--- config.mk ---
export PLATFORM = sky130hd
export DESIGN_NAME = fetch_ctrl
export DESIGN_NICKNAME = d
export VERILOG_FILES = /design/src/rtl/fetch_ctrl.sv
export SDC_FILE = /design/constraint.sdc
export NUM_CORES = 1
export LEC_CHECK = 0
export BUFFER_PORTS_ARGS = -buffer_cell sky130_fd_sc_hd__buf_2
export CAP_MARGIN = 25
export CORE_MARGIN = 8
export CORE_UTILIZATION = 35
export CTS_CLUSTER_DIAMETER = 30
export DETAILED_ROUTE_END_ITERATION = 12
export PLACE_DENSITY = 0.64
export SLEW_MARGIN = 20
export SYNTH_ARGS = -nofsm -noshare
export SYNTH_HDL_FRONTEND = slang
export SYNTH_SLANG_ARGS = --single-unit
--- constraint.sdc ---
create_clock -name clk -period 4.2 [get_ports clk]
set_input_delay 0.63 -clock clk [delete_from_list [all_inputs] [get_ports clk]]
set_output_delay 0.63 -clock clk [all_outputs]
set_load 0.005 [all_outputs]
--- src/rtl/fetch_ctrl.sv ---
`timescale 1ns/1ps
// -----------------------------------------------------------------------------
// fetch_ctrl
//
// Fetch-stage controller. Each cycle it chooses the next PC (sequential,
// branch, jump, exception vector or hold) against an instruction memory with
// variable latency. Redirects that arrive while a fetch is still outstanding
// are parked in a one-entry pending buffer. The buffered redirect is applied
// when that fetch completes.
//
// Parameters
//   RESET_VECTOR     PC value presented while the block is in reset
//   EXC_VECTOR       exception handler address
//
// Ports
//   clk              rising-edge clock
//   rst              asynchronous, active-high reset
//   pc               current PC from the PC register
//   stall_d          decode-stage stall from the hazard unit
//   exc              exception request
//   jump             jump resolved in decode
//   jump_target      jump destination
//   branch_taken     taken branch resolved in decode
//   branch_target    branch destination
//   imem_ready       instruction memory returns data this cycle
//   imem_req         fetch request valid
//   imem_addr        word-aligned fetch address
//   pc_next          next-PC value to the PC register (combinational)
//   stall_f          hold the PC register (combinational)
//   flush_d          discard the instruction entering decode (combinational)
//   redirect_pending a buffered redirect is valid (registered)
//   stall_cnt        saturating count of fetch stall cycles (registered)
// -----------------------------------------------------------------------------
module fetch_ctrl #(
  parameter logic [31:0] RESET_VECTOR = 32'h0000_0000,
  parameter logic [31:0] EXC_VECTOR   = 32'h0000_0180
) (
  input  logic        clk,
  input  logic        rst,
  input  logic [31:0] pc,
  input  logic        stall_d,
  input  logic        exc,
  input  logic        jump,
  input  logic [31:0] jump_target,
  input  logic        branch_taken,
  input  logic [31:0] branch_target,
  input  logic        imem_ready,
  output logic        imem_req,
  output logic [31:0] imem_addr,
  output logic [31:0] pc_next,
  output logic        stall_f,
  output logic        flush_d,
  output logic        redirect_pending,
  output logic [15:0] stall_cnt
);

  typedef enum logic {
    RST_S = 1'b0,
    FETCH = 1'b1
  } state_e;

  localparam logic [15:0] STALL_CNT_MAX = 16'hFFFF;

  state_e      state_q, state_d;
  logic        pend_valid_q, pend_valid_d;
  logic [31:0] pend_target_q, pend_target_d;
  logic [15:0] stall_cnt_q, stall_cnt_d;

  // The PC register is held whenever a fetch is outstanding. This keeps the
  // address stable for the memory without a separate address register.
  assign imem_addr        = {pc[31:2], 2'b00};
  assign redirect_pending = pend_valid_q;
  assign stall_cnt        = stall_cnt_q;

  // ---------------------------------------------------------------------------
  // Next-state, pending buffer and output decode
  // ---------------------------------------------------------------------------
  always_comb begin
    // NOTE: every signal driven here gets a default first. A path that leaves
    // one unassigned would otherwise infer a latch.
    state_d       = FETCH;          // RST_S always leaves on the first edge
    pend_valid_d  = pend_valid_q;
    pend_target_d = pend_target_q;
    stall_cnt_d   = stall_cnt_q;
    imem_req      = 1'b0;
    stall_f       = 1'b1;
    flush_d       = 1'b0;
    pc_next       = RESET_VECTOR;

    if (state_q == FETCH) begin
      imem_req = 1'b1;

      if (imem_ready) begin
        // Fetch completes. A buffered redirect is applied here even when
        // decode is stalled, because the stalled instruction is being flushed.
        if (exc) begin
          pc_next      = EXC_VECTOR;
          stall_f      = 1'b0;
          flush_d      = 1'b1;
          pend_valid_d = 1'b0;
        end else if (pend_valid_q) begin
          pc_next      = pend_target_q;
          stall_f      = 1'b0;
          flush_d      = 1'b1;
          pend_valid_d = 1'b0;
        end else if (stall_d) begin
          // Decode-stage redirects are ignored while decode is stalled.
          // The hazard unit presents them again once the stall clears.
          pc_next = pc;
          stall_f = 1'b1;
        end else if (jump) begin
          pc_next = jump_target;
          stall_f = 1'b0;
          flush_d = 1'b1;
        end else if (branch_taken) begin
          pc_next = branch_target;
          stall_f = 1'b0;
          flush_d = 1'b1;
        end else begin
          pc_next = pc + 32'd4;     // wraps modulo 2^32
          stall_f = 1'b0;
        end
      end else begin
        // Fetch outstanding: hold the PC and remember any redirect.
        pc_next = pc;
        stall_f = 1'b1;
        if (exc) begin
          // An exception replaces whatever was buffered.
          pend_valid_d  = 1'b1;
          pend_target_d = EXC_VECTOR;
        end else if (!stall_d && !pend_valid_q && (jump || branch_taken)) begin
          pend_valid_d  = 1'b1;
          pend_target_d = jump ? jump_target : branch_target;
        end
      end

      if (stall_f && (stall_cnt_q != STALL_CNT_MAX)) begin
        stall_cnt_d = stall_cnt_q + 16'd1;
      end
    end
  end

  // ---------------------------------------------------------------------------
  // State registers
  // ---------------------------------------------------------------------------
  // NOTE: sequential state uses non-blocking assignments so that every flop
  // samples the values from before the edge, whatever the evaluation order.
  always_ff @(posedge clk or posedge rst) begin
    if (rst) begin
      state_q       <= RST_S;
      pend_valid_q  <= 1'b0;
      pend_target_q <= 32'h0000_0000;
      stall_cnt_q   <= 16'h0000;
    end else begin
      state_q       <= state_d;
      pend_valid_q  <= pend_valid_d;
      pend_target_q <= pend_target_d;
      stall_cnt_q   <= stall_cnt_d;
    end
  end

endmodule

==> impl_metrics.toml, run 1 <==
[drt]
wirelength_mm = 19.5
vias = 5620
ant_nets = 0
first_pass_iters = 5
drtIter0Drc = 543
viasPerCell = 5.98
wire_per_inst_um = 20.7
drc = 0

[cts]
cts_tree = "yes"
cts_resized = 0
htreeDepth = 2
postCtsSetupBuffers = 0
path_clk_slew_ns = 0.08
cts_hold_buf = 0
cts_buffer_depth = 2
clock-sinks = 50
cts_root_buffer = "clkbuf_16"
clock_latency_ns = 0.31
cts_inserted_buffers = 5

[power]
p_leak_nw = 2.64
ir_worst_vdd_uv = 202
powerDensity_mw_per_mm2 = 276

[final_layout]
multi_input_comb_area_mm2 = 0.00315
area_growth_syn_to_layout_pct = 19.9
fin_nets = 863
layout-drive-gt1-share = 0.290
final_cell_area_mm2 = 0.00590
fillerInstances = 1455
ff_latch_area_mm2 = 0.00125

[placed_design]
finalWeightedCongestion = 0.904
placed_area_mm2 = 0.00574
dpl.hpwl_mm = 14.8
io_buffers = 184

[sta]
grt_setup_unrepaired = "no"
fin_setup_tns_ns = 0
skew_ns = 0.0107
period_share = 0.830
min_period_ns = 3.49
tightest_slew_ns = 0.759
setup_viol = 0
slew_violations = 0
hold_violations = 0
fmax_mhz = 287
slew_headroom = 0.490

[critical_path]
r2r-start = "redirect_pending$_DFFE_PP0P_"
startpoint_type = "register"
critPathMaxFanout = 21
end_kind = "primary output"
startpoint = "redirect_pending$_DFFE_PP0P_"
required_ns = 3.57
criticalPathCategory = "reg -> out"
worst_ep_arrival_time_ns = 2.86

[min_path]
hp-class = "in -> async"

[synth]
ys_warn_count = 0
syn_avg_cell_area_um2 = 7.73
async_reset_ff_frac = 1.00
ys_ff_latch = 50
yosysUniqueCellTypes = 71
ys.flop_type = "dfrtp_1"
syn_inst = 636
synth_area_mm2 = 0.00492
synth_seq_area_share = 0.254
synth_edf_count = 0

[grt]
grt_pass1_vias = 5406
grt_pass1_wl_mm = 30.0
antenna_found_initial = 0
grt_usage = 0.207
grt_max_degree = 53
grt-ovfl-total = 0

[floorplan]
chipHeight_um = 135
start_util = 0.356
core_area_mm2 = 0.0138
ioPinCount = 187
placementRows = 43
fp.dieArea_mm2 = 0.0181
die_w_um = 135

[status]
status = "complete, no violations"

[run]
drv_cap = 0
## cell type report
class	instances	area share
sequential	50	0.212
multi-input combinational	486	0.535
clock buffer	5	0.0212
antenna	1	0.000424
inverter	18	0.0115
clock inverter	3	0.00446
timing repair buffer	197	0.177
tap	180	0.0382
## sequential cells by signal, indices dropped and copies added (netlist names)
signal,flops
redirect_pending,1
state_q,1
pend_target_q,32
stall_cnt,16
## path summary, 6_finish.rpt
check	slack, ns	cells after the start	end
max in group asynchronous	3.01	3	stall_cnt[0]$_DFFE_PP0P_
setup / recovery	0.71	7	pc_next[28]
hold reg to reg	0.48	2	pend_target_q[15]$_DFFE_PP0P_
setup reg to reg	1.51	5	stall_cnt[13]$_DFFE_PP0P_
min in group clk	0.48	2	pend_target_q[15]$_DFFE_PP0P_
hold / removal	0.45	2	pend_target_q[7]$_DFFE_PP0P_
## power by group
| group | switching, mW | internal (mW) |
|---|---|---|
| Sequential | 0.0801 | 0.556 |
| Clock | 0.216 | 0.227 |
| Combinational | 0.316 | 0.229 |
| Total | 0.611 | 1.01 |
## cells in the mapped netlist (6+ instances only)
| cell | number | area [um^2] |
|---|---|---|
| nor2_1 | 32 | 120 |
| inv_1 | 16 | 60.1 |
| a211oi_1 | 7 | 52.6 |
| nand3_1 | 24 | 120 |
| buf_2 | 12 | 60.1 |
| nand2b_1 | 12 | 75.1 |
| clkbuf_1 | 33 | 124 |
| or3_1 | 6 | 37.5 |
| xor2_1 | 11 | 96.3 |
| a221oi_1 | 18 | 158 |
| buf_4 | 33 | 248 |
| nor3_1 | 7 | 35.0 |
| a22oi_1 | 9 | 67.6 |
| o31ai_1 | 34 | 255 |
| nor4_1 | 8 | 50.1 |
| xnor2_1 | 15 | 131 |
| o21ai_1 | 15 | 75.1 |
| nor2b_1 | 8 | 50.1 |
| o21ai_0 | 26 | 130 |
| nand2_1 | 70 | 263 |
| o211ai_1 | 10 | 75.1 |
| dfrtp_1 | 50 | 1250 |
| a21oi_1 | 36 | 180 |
| nand4_1 | 17 | 106 |
| a32oi_1 | 6 | 52.6 |
| mux2i_1 | 29 | 290 |
## placed cells by master (no fill, tap or decap), drive strengths merged, types with 9 or more instances in the layout
cell type  instances
buf              197
nand2             70
dfrtp             50
o21ai             41
a21oi             36
o31ai             35
nor2              32
mux2i             29
nand3             25
inv               19
a221oi            18
nand4             18
xnor2             15
nand2b            12
xor2              11
o211ai            10
nor4              10
a22oi              9
## layer usage
metal  up-vias  routed length [um]  track usage
li1       2604                   -            -
met1      2664                8240        0.277
met2       323                8870        0.325
met3        29                2010       0.0457
met4         0                 325       0.0624
met5         -                   0            0
## stage by stage
step	total power, mW	util	worst slack [ns]	std cells	hold WS [ns]
after detailed placement	1.19	0.415	0.779	931	0.462
after floorplan	0.954	-	1.41	637	0.440
after global routing	1.72	0.426	0.602	939	0.502
final	1.62	0.426	0.713	940	0.445
after CTS	1.63	0.426	0.774	939	0.469
after global placement	1.18	0.415	0.841	931	0.457
## cells by family after synthesis
family | synth area share
other | 0.00153
adder cells (fa/ha/maj) | 0.00509
AND/OR/NAND/NOR | 0.225
buffers and inverters | 0.105
XOR/XNOR | 0.0463
AO/OA/AOI/OAI | 0.299
multiplexers | 0.0636
flip-flops | 0.254
## worst max-delay path: stages (launching register included)
cell,delay [ns]
dfrtp_1,0.82
inv_2,0.37
a21oi_1,0.51
buf_4,0.24
o211ai_1,0.10
or2_1,0.25
o22ai_1,0.12
buf_2,0.14
Power figures use the tool's default switching activity.
==> inputs of run 2 (changes only) <==
PLACE_DENSITY = 0.67   (was 0.64)
clock period = 3 ns   (was 4.2 ns; I/O delays follow)
==> run 2 against run 1 <==
  * Largest power group unchanged
  * Sequential share of layout area shrank 0.61 points
  * Cell count up 2.4%
  * Sequential power up 40%
  * Clock-buffer cell count grew 1
  * Hold slack worse by 0.21 ns
  * Final area grew 3.0%
  * Worst setup slack lost 0.50 ns
  * Combinational power is 47% higher
  * Critical path depth grew 1
  * Largest cell class unchanged
  * Non-clock buffer count increased by 23
  * Sequential cell count unchanged
  * Highest routed layer is now met5
  * Total power is 46% higher
==> impl_metrics.toml, run 2 (synthesized netlist as in run 1, its figures left out) <==
[status]
status = "complete, no violations"

[sta]
min_period_ns = 2.79
fin_setup_tns_ns = 0
hold_slack_ns = 0.235
period_share = 0.929
fmax_mhz = 359
slew_violations = 0
hold_violations = 0
skew_ns = 0.00857
fin_ws_ns = 0.214
tightest_slew_ns = 0.703
grt_setup_unrepaired = "no"
setup_viol = 0
slew_headroom = 0.530

[cts]
cts_tree = "yes"
clock-sinks = 50
cts_buffer_depth = 2
cts_resized = 0
clock_latency_ns = 0.30
path_clk_slew_ns = 0.07
cts_inserted_buffers = 5
cts_root_buffer = "clkbuf_16"
cts_hold_buf = 0
postCtsSetupBuffers = 0
htreeDepth = 2

[floorplan]
core_area_mm2 = 0.0138
fp.dieArea_mm2 = 0.0181
ioPinCount = 187
die_w_um = 135
placementRows = 43
chipHeight_um = 135
start_util = 0.356

[placed_design]
io_buffers = 184
finalWeightedCongestion = 0.955
dpl.hpwl_mm = 15.6
placed_area_mm2 = 0.00590
post-place-ws_ns = 0.207

[drt]
drc = 0
vias = 5732
ant_nets = 0
wirelength_mm = 20.3
wire_per_inst_um = 21.1
drtIter0Drc = 618
first_pass_iters = 5
viasPerCell = 5.95

[grt]
grt_pass1_wl_mm = 31.5
grt_max_degree = 42
grt_pass1_vias = 5605
grt-ovfl-total = 0
antenna_found_initial = 3
grt_usage = 0.219

[critical_path]
r2r_end = "stall_cnt[15]$_DFFE_PP0P_"
required_ns = 2.55
rr_worst_depth = 5
r2r-start = "redirect_pending$_DFFE_PP0P_"
startpoint_type = "input pin"
worst_ep_arrival_time_ns = 2.34
r2r_slack_ns = 0.55
end_kind = "primary output"
critPathMaxFanout = 5
criticalPathCategory = "in -> out"

[final_layout]
multi_input_comb_area_mm2 = 0.00315
largest_register = "pend_target_q"
fin_nets = 886
largest_reg_flops = 32
ff_latch_area_mm2 = 0.00125
layout.cells.most_common = "buf_2"
final_cell_area_mm2 = 0.00607
area_growth_syn_to_layout_pct = 23.5
layout-drive-gt1-share = 0.309
final_cell_mix = "184 x buf_2, 69 x nand2_1, 50 x dfrtp_1"
fillerInstances = 1434

[power]
p_leak_nw = 2.74
powerDensity_mw_per_mm2 = 391
ir_worst_vdd_uv = 284

[min_path]
hp-class = "in -> async"

[run]
drv_cap = 0
-- run 2: changes by cell type in the layout (fill, tap and decap cells not counted) --
cell | previous run | this run
inv_6 | 2 | 0
bufinv_16 | 0 | 1
clkinv_4 | 1 | 0
buf_12 | 2 | 1
clkbuf_1 | 0 | 1
buf_4 | 11 | 35
clkinvlp_4 | 0 | 1
-- run 2: through the flow --
stage               power (mW)   util  std cells
floorplan                 1.34      -        637
global placement          1.68  0.427        954
detailed placement        1.69  0.427        954
CTS                       2.38  0.439        962
global route              2.51  0.439        963
finish                    2.37  0.439        963
-- run 2: area by class of cell --
type,count,share of cell area
Multi-Input combinational cell,486,0.520
Sequential cell,50,0.206
Timing Repair Buffer,220,0.198
Tap cell,180,0.0371
Clock buffer,6,0.0212
Inverter,18,0.0111
Clock inverter,2,0.00618
Antenna cell,1,0.000412
-- run 2: worst max path at each step --
stage	start	to	slack (ns)	cells past startpoint
after floorplan	pc[2]	pc_next[24]	0.57	6
after global placement	pc[2]	pc_next[24]	0.21	8
after detailed placement	pc[2]	pc_next[24]	0.21	8
after CTS	pc[2]	pc_next[24]	0.21	8
after global routing	pc[4]	pc_next[19]	0.06	7
final	pc[2]	pc_next[24]	0.21	8
-- run 2: routing by layer --
| layer | track usage | share of wire | up-vias |
|---|---|---|---|
| met4 | 0.0767 | 0.025 | 4 |
| li1 | - | - | 2666 |
| met1 | 0.272 | 0.41 | 2699 |
| met2 | 0.351 | 0.45 | 320 |
| met5 | 0 | 0.0011 | - |
| met3 | 0.0691 | 0.11 | 43 |
-- run 2: report_power, final --
group          internal [mW]  switching (mW)  leakage (nW)  total [mW]
combinational          0.338           0.461          2.01       0.799
clock                  0.395           0.286        0.0771       0.681
sequential             0.779           0.112         0.654       0.891
total                   1.51           0.859          2.74        2.37
-- run 2: worst max-delay path: stages --
cell     delay [ns]
buf_2          0.10
ha_1           0.25
nand4_1        0.18
or4_1          0.64
nor2_1         0.16
mux2_2         0.34
nand2_1        0.08
buf_2          0.12
==> inputs of run 3 (changes only) <==
CELL_PAD_IN_SITES_DETAIL_PLACEMENT = 1   (was not set)
CELL_PAD_IN_SITES_GLOBAL_PLACEMENT = 1   (was not set)
CORE_UTILIZATION = 32   (was 35)
PLACE_DENSITY = 0.82   (was 0.67)
==> run 3 against run 2 <==
  * Cell count increased by 1.3%
  * Die area rose by 8.2%
  * Clock power up 2.9%
  * Clock skew is 0.0019 ns lower
==> impl_metrics.toml, run 3 (synthesized netlist as in run 1, its figures left out) <==
[final_layout]
multi_input_comb_area_mm2 = 0.00315
area_growth_syn_to_layout_pct = 24.4
layout-drive-gt1-share = 0.314
final_cell_mix = "184 x buf_2, 69 x nand2_1, 50 x dfrtp_1"
fillerInstances = 1926
fin_nets = 890
ff_latch_area_mm2 = 0.00125
largest_reg_flops = 32
layout.cells.most_common = "buf_2"
largest_register = "pend_target_q"

[critical_path]
worst_ep_arrival_time_ns = 2.28
critPathMaxFanout = 5
end_kind = "primary output"
required_ns = 2.55
startpoint_type = "input pin"
criticalPathCategory = "in -> out"

[floorplan]
core_area_mm2 = 0.0151
start_util = 0.326
die_w_um = 140
fp.dieArea_mm2 = 0.0196
chipHeight_um = 140
placementRows = 45
ioPinCount = 187

[grt]
grt_pass1_vias = 6081
grt_usage = 0.213
grt_max_degree = 37
grt-ovfl-total = 0
antenna_found_initial = 9
grt_pass1_wl_mm = 33.3

[cts]
path_clk_slew_ns = 0.08
cts_root_buffer = "clkbuf_16"
cts_inserted_buffers = 5
cts_buffer_depth = 2
htreeDepth = 2
clock-sinks = 50
cts_hold_buf = 0
cts_tree = "yes"
clock_latency_ns = 0.31
cts_resized = 0
postCtsSetupBuffers = 0

[sta]
setup_viol = 0
grt_setup_unrepaired = "no"
min_period_ns = 2.73
period_share = 0.912
fmax_mhz = 366
skew_ns = 0.00671
fin_setup_tns_ns = 0
hold_violations = 0
slew_headroom = 0.530
tightest_slew_ns = 0.699
slew_violations = 0

[drt]
drc = 0
drtIter0Drc = 391
vias = 5779
viasPerCell = 5.92
ant_nets = 0
first_pass_iters = 4
wire_per_inst_um = 22.2
wirelength_mm = 21.6

[power]
p_leak_nw = 2.76
switching_share = 0.369
power_mw = 2.40
powerDensity_mw_per_mm2 = 392
p_switching_mw = 0.885
seqPwrFrac = 0.368
clkPwrFrac = 0.292
ir_worst_vdd_uv = 364
intPower_mw = 1.51
combPwrFrac = 0.340

[placed_design]
io_buffers = 184
finalWeightedCongestion = 0.870
dpl.hpwl_mm = 16.8

[status]
status = "complete, no violations"

[min_path]
hp-class = "in -> async"

[run]
drv_cap = 0
## run 3: cell count changes in the layout (fill, tap and decap cells not counted), sizes merged
| cell | delta |
|---|---|
| clkbuf | -1 |
| diode | +1 |
| clkinvlp | +1 |
| buf | +4 |
## run 3: layout make-up
type                            count  share of cell area
Clock buffer                        5              0.0205
Timing Repair Buffer              224               0.202
Multi-Input combinational cell    486               0.516
Clock inverter                      3             0.00736
Antenna cell                        2            0.000818
Inverter                           18              0.0110
Sequential cell                    50               0.205
Tap cell                          188              0.0385
## run 3: worst max-delay path, cell delays in order
cell and delay (ns):
buf_2 0.09, ha_1 0.17, nand4_1 0.18, or4_1 0.68, nor2_1 0.19, mux2_2 0.34, nand2_1 0.07, buf_2 0.11
## run 3: path summary, 6_finish.rpt
kind	startpoint	endpoint	slack, ns	cells after the start
setup reg to reg	redirect_pending$_DFFE_PP0P_	stall_cnt[13]$_DFFE_PP0P_	0.68	5
setup / recovery	pc[2]	pc_next[24]	0.27	8
hold / removal	rst	pend_target_q[25]$_DFFE_PP0P_	0.20	3
max in group asynchronous	rst	pend_target_q[12]$_DFFE_PP0P_	2.48	3
min in group clk	branch_target[8]	pend_target_q[8]$_DFFE_PP0P_	0.45	3
hold reg to reg	pend_target_q[22]$_DFFE_PP0P_	pend_target_q[22]$_DFFE_PP0P_	0.48	2
## run 3: layer usage
| metal | GRT usage | wire (um) | vias to the layer above |
|---|---|---|---|
| met5 | 0 | 93 | - |
| met4 | 0.0720 | 442 | 14 |
| met3 | 0.0703 | 1930 | 50 |
| met2 | 0.360 | 10400 | 242 |
| met1 | 0.248 | 8810 | 2812 |
| li1 | - | - | 2661 |
## run 3: power groups by stage
stage	registers (mW)	clock network, mW	logic [mW]
final	0.883	0.701	0.815
after floorplan	0.873	0	0.463
after global routing	0.895	0.735	0.893
after detailed placement	0.892	0	0.811
after global placement	0.889	0	0.791
after CTS	0.881	0.714	0.813
## run 3: stage by stage
stage	setup WS, ns	instances	hold WS, ns	util	cell area (um^2)
2_1_floorplan	0.570	637	0.440	-	4920
3_3_place_gp	0.298	966	0.452	0.394	5940
3_5_place_dp	0.297	966	0.465	0.394	5940
4_1_cts	0.294	974	0.206	0.405	6110
5_1_grt	0.176	976	0.227	0.405	6120
6_report	0.265	976	0.199	0.405	6120
